===== src/rtl/mux2_tx.sv =====
// Two-lane byte interleaver on a double-rate clock: lane pairs are buffered in a
// 2-deep FIFO and emitted lane 0 then lane 1 on consecutive edges, never split.
module mux2_tx (
    input  logic       clk_2f,
    input  logic       reset,
    input  logic [7:0] data_in_0,
    input  logic       valid_in_0,
    input  logic [7:0] data_in_1,
    input  logic       valid_in_1,
    input  logic       tx_en,
    output logic       ready_out,
    output logic       phase,
    output logic [7:0] data_out,
    output logic       valid_out,
    output logic [7:0] drop_count
);
    typedef enum logic {IDLE, SEND1} tx_state_t;
    typedef struct packed {
        logic [7:0] d0;
        logic [7:0] d1;
    } pair_t;

    pair_t      fifo [2];
    pair_t      head;
    logic       wr_ptr, rd_ptr;
    logic [1:0] occupancy;
    tx_state_t  state, state_next;
    logic       capture, push, pop, start, drop;

    always_comb begin
        capture   = ~phase;
        ready_out = reset & (occupancy != 2'd2);
        push      = capture & ready_out & valid_in_0 & valid_in_1;
        drop      = capture & ready_out & (valid_in_0 ^ valid_in_1);
        head      = fifo[rd_ptr];
    end

    // SEND1 is only ever entered on a capture edge, so its exit is always a second edge.
    always_comb begin
        state_next = state;
        start      = 1'b0;
        pop        = 1'b0;
        case (state)
            IDLE: begin
                if (capture && tx_en && occupancy != 2'd0) begin
                    start      = 1'b1;
                    state_next = SEND1;
                end
            end
            SEND1: begin
                pop        = 1'b1;
                state_next = IDLE;
            end
            default: state_next = IDLE;
        endcase
    end

    always_ff @(posedge clk_2f) begin
        if (!reset) begin
            phase      <= 1'b0;
            state      <= IDLE;
            occupancy  <= 2'd0;
            wr_ptr     <= 1'b0;
            rd_ptr     <= 1'b0;
            data_out   <= 8'h00;
            valid_out  <= 1'b0;
            drop_count <= 8'h00;
        end else begin
            phase <= ~phase;
            state <= state_next;
            if (push) wr_ptr <= ~wr_ptr;
            if (pop)  rd_ptr <= ~rd_ptr;
            case ({push, pop})
                2'b10:   occupancy <= occupancy + 2'd1;
                2'b01:   occupancy <= occupancy - 2'd1;
                default: occupancy <= occupancy;
            endcase
            if (start) begin
                data_out  <= head.d0;
                valid_out <= 1'b1;
            end else if (pop) begin
                data_out  <= head.d1;
                valid_out <= 1'b1;
            end else begin
                valid_out <= 1'b0;
            end
            if (drop && drop_count != 8'hFF) drop_count <= drop_count + 8'd1;
        end
    end

    // Storage needs no reset: occupancy alone decides what is live.
    always_ff @(posedge clk_2f) begin
        if (push) fifo[wr_ptr] <= {data_in_0, data_in_1};
    end
endmodule


===== config.mk =====
export PLATFORM = sky130hd
export DESIGN_NAME = mux2_tx
export DESIGN_NICKNAME = d
export VERILOG_FILES = /design/src/rtl/mux2_tx.sv
export SDC_FILE = /design/constraint.sdc
export NUM_CORES = 1
export LEC_CHECK = 0
export BUFFER_PORTS_ARGS = -buffer_cell sky130_fd_sc_hd__buf_4
export CAP_MARGIN = 20
export CORE_ASPECT_RATIO = 1.2
export CORE_MARGIN = 5
export CORE_UTILIZATION = 36
export DETAILED_ROUTE_END_ITERATION = 7
export HOLD_SLACK_MARGIN = 0.03
export SLEW_MARGIN = 40
export SYNTH_ARGS = -nofsm -noshare
export SYNTH_HDL_FRONTEND = slang
export SYNTH_SLANG_ARGS = --single-unit

===== constraint.sdc =====
create_clock -name clk_2f -period 4.06 [get_ports clk_2f]
set_input_delay 0.203 -clock clk_2f [delete_from_list [all_inputs] [get_ports clk_2f]]
set_output_delay 0.203 -clock clk_2f [all_outputs]
set_load 0.02 [all_outputs]

[Yosys cells after proc, flatten, opt, wreduce, memory -nomap -nowiden]
Memories as Yosys holds them, arrays and structs flattened. A register that Yosys moved wholly into a read port is not among the register bits.
Cells that the tools add are included.
Word-level totals
  register bits: 23
  bits in writable memories: 32
  input port bits: 21
  output and inout bits: 19
  memories kept: 1
Cells by class
  add/sub/neg operators: 3
  eq/ne operators: 4
  muxes and demuxes: 13
  bitwise logic cells: 10
  reduce and logical (&&, ||, !) cells: 6
Memory list
  fifo: words 2, bits a word 16, rd ports 1, clocked after memory_dff 1, wr ports 1, RTL line 23  | pair_t fifo [2];
Operator list (count)
  $mux 8: 2
  $mux 1: 9
  $add 8x1->8 const B: 1
  $ne 8x8->1 const B: 1
  $reduce_bool 2->1: 3
  $and 1x1->1: 5
  $not 1->1: 4
  $pmux 2 s2: 1
  $logic_and 1x1->1: 3
  $add 2x1->2 const B: 1
  $eq 2x1->1 const B: 1
  $eq 2x2->1 const B: 1
  $ne 2x2->1 const B: 1
  $pmux 1 s2: 1
  $sub 2x1->2 const B: 1
  $xor 1x1->1: 1

[Longest topological paths before layout]
Gate-level depths: netlist (run 1).
  depth in word-level cells: 7
  gate-level depth with buffers: 9
  gate-level depth less buffers: 7

[Worst setup path before layout (run 1)]
Ideal clock, no wire load.
  path type: input-to-reg
  start: input reset
  end: memory fifo[0][0] (netlist bit) (enable)
  arrival time: 1.798 ns
  setup slack: 1.873 ns
  cell stages on the path: 6
  cell sequence: buf_4 > inv_2 > clkbuf_1 > nor4_1 > inv_1 > nor2_1
Between the ends
  longest elaborated chain between the ends: 6
Ends and longest elaborated chain
  start, declared: RTL line 5  | input logic reset,
  $and 1x1->1: RTL line 32  | ready_out = reset & (occupancy != 2'd2);
  $and 1x1->1 (3 in a row): RTL line 33  | push = capture & ready_out & valid_in_0 & valid_in_1;
  $mux 1: RTL line 93  | if (push) fifo[wr_ptr] <= {data_in_0, data_in_1};
  $mux 1 (not written as such): RTL line 93
  end, declared: RTL line 23
No other way between the ends.

[Final worst setup path (run 1)]
  start: register occupancy[0]
  end: memory fifo[1][2] (netlist bit) (enable)
Between the ends
  longest elaborated chain between the ends: 7
Ends and longest elaborated chain
  start, declared: RTL line 26  | logic [1:0] occupancy;
  start signal, assigned: RTL line 74  | 2'b10: occupancy <= occupancy + 2'd1;
  start signal, assigned: RTL line 75  | 2'b01: occupancy <= occupancy - 2'd1;
  start signal, assigned: RTL line 76  | default: occupancy <= occupancy;
  $ne 2x2->1: RTL line 32
  $and 1x1->1: RTL line 32
  $and 1x1->1 (3 in a row): RTL line 33
  $mux 1: RTL line 93
  $mux 1 (not written as such): RTL line 93
No other way between the ends.

==> impl_results.md, run 1 <==
* Fmax achieved at 0.4887 GHz
* Synthesized area at 2191 um2
* CP startpoint kind: register
* Post-detail-place hpwl at 2794 um
* Grt total ovfl at 0
* CP max-delay cell: and2_1
* Power, Total at 0.9885 mW
* Layout cells sized above 1 at 0.3268
* Clk root buf: clkbuf_8
* Total number of vias at 1388
* Most frequent cells in the layout: 40 x buf_4, 32 x edfxtp_1, 24 x dfxtp_1
* Reg2Reg Depth at 3
* Syn_area_per_cell at 13.44 um2
* Slew @ Worst Pin at 0.7443 ns
* Largest net degree at the start of global routing at 22
* Synth warn at 0
* Leading cell type in the layout, fill and taps excluded: buf_4
* Cell-by-cell trace of the critical path: nor2b_1, nor4_1, and2_1
* Row count at 31
* Layout filler cell count at 590
* Die height at 95.46 um
* P_leak at 0.9157 nW
* Die Wd at 81.22 um
* H-tree level count at 2
* Total clock sinks at 56
* Critical Path Max Stage Delay at 0.70 ns
* Final TNS setup at 0 ns
* VDD IR-drop max at 0.2377 mV
* Run status: completed
* Core Area at 5973 um2
* Sequential area share after synthesis at 0.6579
* Syn_nets at 186
* Setup Skew at 0.005171 ns
* DRC at 0
* Ports at 40
* Post-CTS setup buffer count at 0
* Relative slew slack at 0.5038
* Final core utilization at 0.4447
* Post-synth EDFFs at 32
* Initial Util at 0.3668
* Multi-input logic area at 714.4 um2
* Die area at 7752 um2
* Power per Cell Area at 372.1 nW/um2
* # setup viols final at 0
* Antenna viol nets, final at 0
* Worst R2R End: fifo[1][2]$_DFFE_PP_
* Post-CTS Hold Buffers at 0
* Origin of the worst min-delay path: data_in_1[6]
* Clock Latency Late Sink at 0.30 ns
* CP Class: reg2reg
* Crit path DAT at 1.99 ns
* Post-Place Worst Slack at 1.881 ns
* RSZ-0062 raised after global routing: false
* Slew Limit Fails at 0
* Critical Path Fanout Max at 16
* Drt wl/cell at 14.04 um
* Setup crit end kind: register
* DP Area at 2566 um2
* 1st-iter DRT viols at 37
* CTS Buf Count at 5
* Main synth FF type: edfxtp_1
* Gp weighted congestion at 0.7852
* Tmin final at 2.046 ns
* End of the critical path: fifo[1][2]$_DFFE_PP_
* Total GRT Usage at 0.1158
* Maxcap violations at 0
* First-pass DRT Iterations at 4
* Crit path launch: occupancy[0]$_SDFFE_PN0P_
* Finished layout cell area at 2656 um2
* Final WL at 4029 um
* Final #Nets at 227
* Final Hold Viols at 0
* Clock Path Buffers at 2
* Initial antenna violation count at 0
* Mapped Cells at 163
* CTS resizes at 0
* Synth async-reset ratio at 0
* Required @ worst endpoint at 4.00 ns
* Post-route setup slack at 2.014 ns
* Clk slew on worst S/H paths at 0.10 ns
* Yosys reg bits at 56
* CTS tree: done
* First-pass GRT wire length at 6748 um
* Area grow syn2layout at 21.25%
* Hold/Removal Path Class: in2reg
* Netlist cell types at 39
* Vias in the first global route at 1431
* Number of diodes at 0
* RR Startpoint: occupancy[0]$_SDFFE_PN0P_
* Final period util at 0.5040
* Number of vias per cell at 4.836
* R2R setup slack at 2.01 ns
* Register area at 1441 um2
* # port buffers at 39
[where the power goes]
group / switching [mW] / internal, mW / leakage (nW)
logic: 0.0357 / 0.0330 / 0.387
registers: 0.00800 / 0.610 / 0.484
clock network: 0.179 / 0.123 / 0.0445
total: 0.222 / 0.766 / 0.916
[routing by layer]
layer / global-route usage / wire length, um / up-vias
met5: 0 / 0 / -
met4: 0.04930 / 76 / 0
met3: 0.03025 / 291 / 9
met2: 0.1836 / 1862 / 43
met1: 0.1487 / 1799 / 644
li1: - / - / 692
[area by class of cell]
cell class,instances,share of cell area
tap,82,0.03862
inverter,2,0.002826
clock inverter,3,0.008008
clock buffer,5,0.02591
timing repair buffer,40,0.1130
sequential,56,0.5426
multi-input combinational,99,0.2690
[worst min-delay path by stage]
| stage | endpoint | slack, ns | cells past startpoint |
|---|---|---|---|
| 2_1_floorplan | fifo[0][0]$_DFFE_PP_ | 0.30 | 0 |
| 3_3_place_gp | fifo[0][12]$_DFFE_PP_ | 0.39 | 1 |
| 3_5_place_dp | fifo[0][4]$_DFFE_PP_ | 0.39 | 1 |
| 4_1_cts | fifo[0][6]$_DFFE_PP_ | 0.07 | 1 |
| 5_1_grt | fifo[0][5]$_DFFE_PP_ | 0.05 | 1 |
| 6_report | fifo[1][6]$_DFFE_PP_ | 0.07 | 1 |
[sequential cells by signal, summed over array words and instances (netlist names), named ones only]
| signal | cells |
|---|---|
| phase | 1 |
| valid_out | 1 |
| drop_count | 8 |
| rd_ptr | 1 |
| occupancy | 2 |
| wr_ptr | 1 |
| fifo | 32 |
| data_out | 8 |
| state | 1 |
[critical path, delay by kind of cell (launching register included)]
kind | cells | cell delay [ns]
and+or+nand+nor | 3 | 1.28
DFF | 1 | 0.42
[cell families after synthesis]
family / synth area share
XOR/XNOR: 0.01999
buffers and inverters: 0.01598
AO/OA/AOI/OAI: 0.08110
AND/OR/NAND/NOR: 0.1176
flip-flops: 0.6579
multiplexers: 0.09594
adder cells (fa/ha/maj): 0.01142
[cell usage after synthesis, types with 2 or more instances]
library cell	n	area share
nand2_1	14	0.024
nand3_1	5	0.011
o2bb2ai_1	3	0.012
ha_1	2	0.011
nor2_1	14	0.024
or3_1	2	0.0057
mux2_2	10	0.051
clkbuf_1	3	0.0051
o221ai_1	5	0.020
nor4_1	3	0.0086
nand2b_1	2	0.0057
a21oi_1	10	0.023
mux2i_1	3	0.014
xnor2_1	4	0.016
mux4_2	3	0.031
edfxtp_1	32	0.44
dfxtp_1	24	0.22
o21ai_0	3	0.0069
[metrics by stage]
step,hold slack [ns],std cells
6_report,0.07373,287
2_1_floorplan,0.3019,163
4_1_cts,0.06521,287
5_1_grt,0.04929,287
3_3_place_gp,0.3894,279
3_5_place_dp,0.3909,279
Power figures use the tool's default switching activity.
==> inputs of run 2 (changes only) <==
--- a/config.mk
+++ b/config.mk
@@ -5,6 +5,7 @@
 export SDC_FILE = /design/constraint.sdc
 export NUM_CORES = 1
 export LEC_CHECK = 0
+export ABC_AREA = 1
 export BUFFER_PORTS_ARGS = -buffer_cell sky130_fd_sc_hd__buf_4
 export CAP_MARGIN = 20
 export CORE_ASPECT_RATIO = 1.2
==> constraint.sdc (replaced) <==
create_clock -name clk_2f -period 1.9 [get_ports clk_2f]
set_input_delay 0.095 -clock clk_2f [delete_from_list [all_inputs] [get_ports clk_2f]]
set_output_delay 0.095 -clock clk_2f [all_outputs]
set_load 0.02 [all_outputs]
==> run 2 against run 1 <==
  * Cell area rose by 12%
  * Non-clock buffer count rose by 19
  * Global-route usage rose by 0.53 points
  * Synthesized cell count rose by 52%
  * Worst hold slack barely moved
  * Final cell count rose by 37%
  * Via count rose by 27%
  * Critical path depth rose by 7
  * Synthesized area rose by 5.6%
  * First-iteration DRC count rose by 110%
  * Critical path type unchanged
  * Highest routed layer unchanged
==> impl_results.md, run 2 <==
* Run status: completed
* Reg2Reg Depth at 10 (+7)
* Most flops, register: fifo
* Final hold slack at 0.07384 ns (+0.0001042 ns)
* Critical Path Max Stage Delay at 0.37 ns (-0.33 ns)
* Vias in the first global route at 1779 (+24%)
* Layout cells sized above 1 at 0.2045 (-0.1223)
* Die area at 8136 um2 (+5.0%)
* Initial antenna violation count at 0 (unchanged)
* Total GRT Usage at 0.1211 (+0.005306)
* Clk root buf: clkbuf_8
* Final #Nets at 330 (+45%)
* Synth top area share at 0.4154 (-0.02325)
* Final period util at 0.8228 (+0.3188)
* Die Wd at 83.18 um (+2.4%)
* Number of diodes at 0 (unchanged)
* Layout filler cell count at 636 (+7.8%)
* H-tree level count at 2 (unchanged)
* Ports at 40 (unchanged)
* Critical Path Fanout Max at 5 (-11)
* Cell-by-cell trace of the critical path: inv_2, nand2_1, nand2_2, inv_1, nand3_1, ha_1, nor2_1, nand2_1, o21ai_0, a21oi_1
* Syn_nets at 270 (+45%)
* Drt wl/cell at 11.61 um (-17%)
* Multi-input logic area at 765.7 um2 (+7.2%)
* Most frequent cells in the layout: 85 x nand2_1, 43 x buf_4, 32 x edfxtp_1
* Antenna viol nets, final at 0 (unchanged)
* Mapped Cells at 247 (+52%)
* Yosys reg bits at 56 (unchanged)
* CTS Buf Count at 5 (unchanged)
* Post-detail-place hpwl at 3118 um (+12%)
* Total clock sinks at 56 (unchanged)
* Hold/Removal Path Class: in2reg
* Initial Util at 0.3657 (-0.001074)
* Synth warn at 0 (unchanged)
* Clock Path Buffers at 2 (unchanged)
* P_leak at 1.286 nW (+40%)
* DP Area at 2708 um2 (+5.5%)
* Relative slew slack at 0.6440 (+0.1402)
* First-pass GRT wire length at 7976 um (+18%)
* Final WL at 4563 um (+13%)
* CP Class: reg2reg
* Synth area leaders: edfxtp_1 42%, dfxtp_1 21%, nand2_1 14%
* Die height at 97.82 um (+2.5%)
* 1st-iter DRT viols at 78 (+110%)
* Synth async-reset ratio at 0 (unchanged)
* Placed cells at 369 (+32%)
* Register area at 1441 um2 (unchanged)
* Crit path DAT at 1.78 ns (-0.21 ns)
* Commonest cells post-synth: 85 x nand2_1, 32 x edfxtp_1, 24 x dfxtp_1, 24 x nand3_1, 22 x nor2_1
* Final core utilization at 0.4686 (+0.02385)
* Clock Latency Late Sink at 0.31 ns (about the same)
* CP startpoint kind: register
* Origin of the worst min-delay path: reset
* Final Hold Viols at 0 (unchanged)
* CTS tree: done
* Power per Cell Area at 759.2 nW/um2 (+100%)
* Main synth FF type: edfxtp_1
* Worst path most repeated cell: nand2_1
* Syn_area_per_cell at 9.366 um2 (-30%)
* CP delay by family, top: simple AND/OR/NAND/NOR gates
* Maxcap violations at 0 (unchanged)
* Row count at 32 (+3.2%)
* Post-CTS setup buffer count at 0 (unchanged)
* Post-Place Worst Slack at 0.3480 ns (-1.533 ns)
* Clk slew on worst S/H paths at 0.10 ns (about the same)
* Netlist cell types at 25 (-36%)
* VDD IR-drop max at 0.4538 mV (+91%)
* Most frequent cell after synthesis: nand2_1
* # setup viols final at 0 (unchanged)
* Area grow syn2layout at 28.12%
* Setup Skew at 0.007615 ns (+0.002444 ns)
* RR Startpoint: occupancy[0]$_SDFFE_PN0P_
* Slew @ Worst Pin at 0.5334 ns (-0.2109 ns)
* Final TNS setup at 0 ns (unchanged)
* Power, Total at 2.250 mW (+130%)
* R2R setup slack at 0.34 ns (-1.68 ns)
* First-pass DRT Iterations at 4 (unchanged)
* Post-synth EDFFs at 32 (unchanged)
* Number of vias per cell at 4.499 (-7.0%)
* Finished layout cell area at 2964 um2 (+12%)
* Worst Hold End: drop_count[1]$_SDFFE_PN0P_
* CP max-delay cell: dfxtp_1
* RSZ-0062 raised after global routing: false
* Tmin final at 1.563 ns (-0.4828 ns)
* Core Area at 6326 um2 (+5.9%)
* Required @ worst endpoint at 2.11 ns (-1.89 ns)
* Post-route setup slack at 0.3367 ns (-1.677 ns)
* Gp weighted congestion at 0.7504 (-4.4%)
* Number of flip-flops under the largest register name at 32 (unchanged)
* Synthesized area at 2313 um2 (+5.6%)
* Setup crit end kind: register
* Leading cell type in the layout, fill and taps excluded: nand2_1
* Fmax achieved at 0.6397 GHz (+31%)
* DRC at 0 (unchanged)
* Largest area contributor in the netlist: edfxtp_1
* Total number of vias at 1768 (+27%)
* Slew Limit Fails at 0 (unchanged)
* Bufs and invs on worst path at 2 (+2)
* Non-Filler Instances at 393 (+37%)
* Biggest regs: fifo: 32 flops, data_out: 8 flops, drop_count: 8 flops
* # port buffers at 39 (unchanged)
* CTS resizes at 0 (unchanged)
* Sequential area share after synthesis at 0.6230 (-0.03487)
* WHS Path Cells at 3 (+2)
* Grt total ovfl at 0 (unchanged)
* Largest net degree at the start of global routing at 20 (-9.1%)
* Worst R2R End: occupancy[1]$_SDFFE_PN0P_
## run 2: changes by cell type in the layout (fill, tap and decap cells not counted), sizes merged, moves of 3 or more
cell / delta
mux4: -3
o2bb2ai: -3
inv: +17
o21ai: +6
nor4: -4
dlygate4sd3: +16
nand2: +73
buf: +3
nor2: +11
nand3: +20
mux2: -10
o221ai: -5
mux2i: -3
## run 2: cells by family after synthesis
family / after synthesis / synth area share
and+or+nand+nor: 143 / 0.2672
AOI/OAI and AO/OA: 18 / 0.04164
adders and majority gates: 2 / 0.01081
xor gates and xnor gates: 3 / 0.01136
buffers and inverters: 25 / 0.04597
DFF: 56 / 0.6230
## run 2: worst reg2reg max path, cell delays in order (launching register included)
cell and delay (ns):
dfxtp_1 0.37, inv_2 0.07, nand2_1 0.07, nand2_2 0.08
inv_1 0.07, nand3_1 0.10, ha_1 0.35, nor2_1 0.11
nand2_1 0.06, o21ai_0 0.14, a21oi_1 0.05
## run 2: layer usage
layer  global-route usage  up-vias  wire length, um
met4              0.04528        0               68
li1                     -      920                -
met5                    0        -                0
met2               0.2111       40             2262
met3              0.03460        6              224
met1               0.1408      802             2008
## run 2: where the power goes
| part | internal, mW | switching [mW] |
|---|---|---|
| sequential | 1.31 | 0.0232 |
| clock | 0.271 | 0.407 |
| combinational | 0.113 | 0.124 |
| total | 1.70 | 0.554 |
## run 2: cell type report
class | count | share of cell area
inverters | 19 | 0.02406
flip-flops and latches | 56 | 0.4863
repair buffers | 59 | 0.1629
clock inverters | 3 | 0.009287
multi-input cells | 166 | 0.2583
clock buffers | 5 | 0.02322
well taps | 85 | 0.03588
## run 2: worst max path at each step
stage,start,end,depth (start not counted)
6_report,occupancy[0]$_SDFFE_PN0P_,occupancy[1]$_SDFFE_PN0P_,10
5_1_grt,occupancy[0]$_SDFFE_PN0P_,occupancy[1]$_SDFFE_PN0P_,10
4_1_cts,occupancy[0]$_SDFFE_PN0P_,occupancy[1]$_SDFFE_PN0P_,10
3_5_place_dp,occupancy[0]$_SDFFE_PN0P_,occupancy[1]$_SDFFE_PN0P_,10
3_3_place_gp,occupancy[0]$_SDFFE_PN0P_,occupancy[1]$_SDFFE_PN0P_,10
2_1_floorplan,phase$_SDFF_PN0_,fifo[0][0]$_DFFE_PP_,5
## run 2: timing repair
action                     4_1_cts  5_1_grt
hold endpoints to repair        32        0
hold buffers                    16        0
setup endpoints to repair        0        0
==> inputs of run 3 (changes only) <==
==> constraint.sdc (replaced) <==
create_clock -name clk_2f -period 1.3 [get_ports clk_2f]
set_input_delay 0.065 -clock clk_2f [delete_from_list [all_inputs] [get_ports clk_2f]]
set_output_delay 0.065 -clock clk_2f [all_outputs]
set_load 0.02 [all_outputs]
==> run 3 against run 2 <==
  * The run now ends with setup timing left
  * Maximum frequency is 15% higher
  * Worst hold slack better by 0.082 ns
  * Flip-flop and latch count stayed put
  * Sequential share of layout area is 4.4 points lower
  * Register-to-register slack worse by 0.40 ns
  * Combinational power is 82% higher
  * Final cell count is 6.1% higher
  * Cell area is 11% higher
  * Critical path type unchanged
  * Largest power group unchanged
==> impl_results.md, run 3 (synthesis results as in run 2) <==
* Run status: finished with violations
* Failing checks: setup timing
* CP delay by family, top: simple AND/OR/NAND/NOR gates
* First-pass GRT wire length at 7900 um (-0.95%)
* # setup viols final at 17 (+17)
* Final WL at 4806 um (+5.3%)
* Bufs and invs on worst path at 1 (-1)
* Finished layout cell area at 3279 um2 (+11%)
* Fmax achieved at 0.7357 GHz (+15%)
* Die area at 8136 um2 (unchanged)
* Critical Path Max Stage Delay at 0.37 ns (about the same)
* Initial Util at 0.3657 (unchanged)
* Initial antenna violation count at 0 (unchanged)
* Area grow syn2layout at 41.75%
* Layout cells sized above 1 at 0.3072 (+0.1027)
* P_leak at 1.406 nW (+9.3%)
* Post-Place Worst Slack at -0.06389 ns (-0.4119 ns)
* Critical Path Fanout Max at 3 (-2)
* Non-Filler Instances at 417 (+6.1%)
* DRC at 0 (unchanged)
* Required @ worst endpoint at 1.49 ns (-0.62 ns)
* 1st-iter DRT viols at 58 (-26%)
* CTS tree: done
* Power per Cell Area at 1019 nW/um2 (+34%)
* Final #Nets at 354 (+7.3%)
* Largest net degree at the start of global routing at 17 (-15%)
* H-tree level count at 2 (unchanged)
* Number of vias per cell at 4.424 (-1.7%)
* Leading cell type in the layout, fill and taps excluded: nand2_1
* Crit path DAT at 1.55 ns (-0.23 ns)
* Drt wl/cell at 11.53 um (-0.74%)
* Power, Total at 3.342 mW (+49%)
* Maxcap violations at 0 (unchanged)
* Clock Latency Late Sink at 0.30 ns (about the same)
* Post-detail-place hpwl at 3335 um (+6.9%)
* Clk root buf: clkbuf_8
* Ports at 40 (unchanged)
* CTS Buf Count at 5 (unchanged)
* Most flops, register: fifo
* Setup Skew at 0.003227 ns (-0.004389 ns)
* # port buffers at 39 (unchanged)
* Clock Path Buffers at 2 (unchanged)
* Final core utilization at 0.5184 (+0.04984)
* Total clock sinks at 56 (unchanged)
* Final Hold Viols at 0 (unchanged)
* Total number of vias at 1845 (+4.4%)
* Grt total ovfl at 0 (unchanged)
* Core Area at 6326 um2 (unchanged)
* First-pass DRT Iterations at 4 (unchanged)
* Die height at 97.82 um (unchanged)
* Layout filler cell count at 603 (-5.2%)
* VDD IR-drop max at 0.9233 mV (+100%)
* Biggest regs: fifo: 32 flops, data_out: 8 flops, drop_count: 8 flops
* CP max-delay cell: dfxtp_4
* Slew Limit Fails at 0 (unchanged)
* Slew @ Worst Pin at 0.2559 ns (-0.2775 ns)
* Placed cells at 387 (+4.9%)
* Number of flip-flops under the largest register name at 32 (unchanged)
* RSZ-0062 raised after global routing: true
* Setup crit end kind: register
* Post-route setup slack at -0.05932 ns (-0.3960 ns)
* Relative slew slack at 0.8292 (+0.1852)
* Most frequent cells in the layout: 82 x nand2_1, 62 x buf_4, 32 x edfxtp_1
* Cell-by-cell trace of the critical path: nor2_4, nand2_2, inv_2, nand3_4, ha_4, nor2_2, nand2_1, o21ai_1, a21oi_1
* CP startpoint kind: register
* Final hold slack at 0.1558 ns (+0.08192 ns)
* Antenna viol nets, final at 0 (unchanged)
* Vias in the first global route at 1768 (-0.62%)
* Total GRT Usage at 0.1183 (-0.002756)
* Number of diodes at 0 (unchanged)
* Hold/Removal Path Class: in2reg
* Final period util at 1.046 (+0.2228)
* Final TNS setup at -0.3117 ns (-0.3117 ns)
* Row count at 32 (unchanged)
* Gp weighted congestion at 0.6871 (-8.4%)
* DP Area at 2917 um2 (+7.7%)
* Clk slew on worst S/H paths at 0.09 ns (about the same)
* Tmin final at 1.359 ns (-0.2040 ns)
* CP Class: reg2reg
* Die Wd at 83.18 um (unchanged)
[run 3: final cells by class]
class | instances | area, um2 | share of cell area
multi-input cells | 167 | 853.3 | 0.2602
inverters | 19 | 78.83 | 0.02404
clock buffers | 7 | 86.33 | 0.02633
well taps | 85 | 106.4 | 0.03243
repair buffers | 82 | 695.7 | 0.2121
clock inverters | 1 | 7.507 | 0.002289
flip-flops and latches | 56 | 1451 | 0.4426
[run 3: worst paths after layout]
check | startpoint | endpoint | slack (ns) | depth (start not counted)
setup / recovery | phase$_SDFF_PN0_ | occupancy[1]$_SDFFE_PN0P_ | -0.06 | 9
hold / removal | valid_in_0 | wr_ptr$_SDFFE_PN0P_ | 0.16 | 5
setup reg to reg | phase$_SDFF_PN0_ | occupancy[1]$_SDFFE_PN0P_ | -0.06 | 9
hold reg to reg | data_out[1]$_SDFFE_PN0P_ | data_out[1]$_SDFFE_PN0P_ | 0.46 | 2
[run 3: worst register-to-register path, delay by kind of cell, from the launching register on]
family | cells | cell delay, ns
compound gates | 2 | 0.17
fa+ha+maj | 1 | 0.24
buf+inv | 1 | 0.07
flops | 1 | 0.37
simple gates | 5 | 0.41
[run 3: layer usage]
| metal | wire length [um] | global-route usage | share of wire | up-vias |
|---|---|---|---|---|
| met3 | 227 | 0.02700 | 0.047 | 4 |
| met2 | 2526 | 0.2160 | 0.53 | 31 |
| met4 | 39 | 0.04151 | 0.0081 | 0 |
| li1 | - | - | - | 975 |
| met1 | 2013 | 0.1347 | 0.42 | 835 |
| met5 | 0 | 0 | 0 | - |
[run 3: timing repair]
action	CTS	global route
hold buffers	16	1
pin swaps	1	5
endpoints found under the hold margin	33	1
gates resized for setup	1	12
gates cloned	0	1
buffers inserted	1	3
endpoints found under the setup margin	41	49
[run 3: power by group]
| part | total (mW) | internal, mW | switching [mW] |
|---|---|---|---|
| combinational | 0.432 | 0.221 | 0.210 |
| sequential | 1.95 | 1.92 | 0.0334 |
| clock | 0.959 | 0.434 | 0.525 |
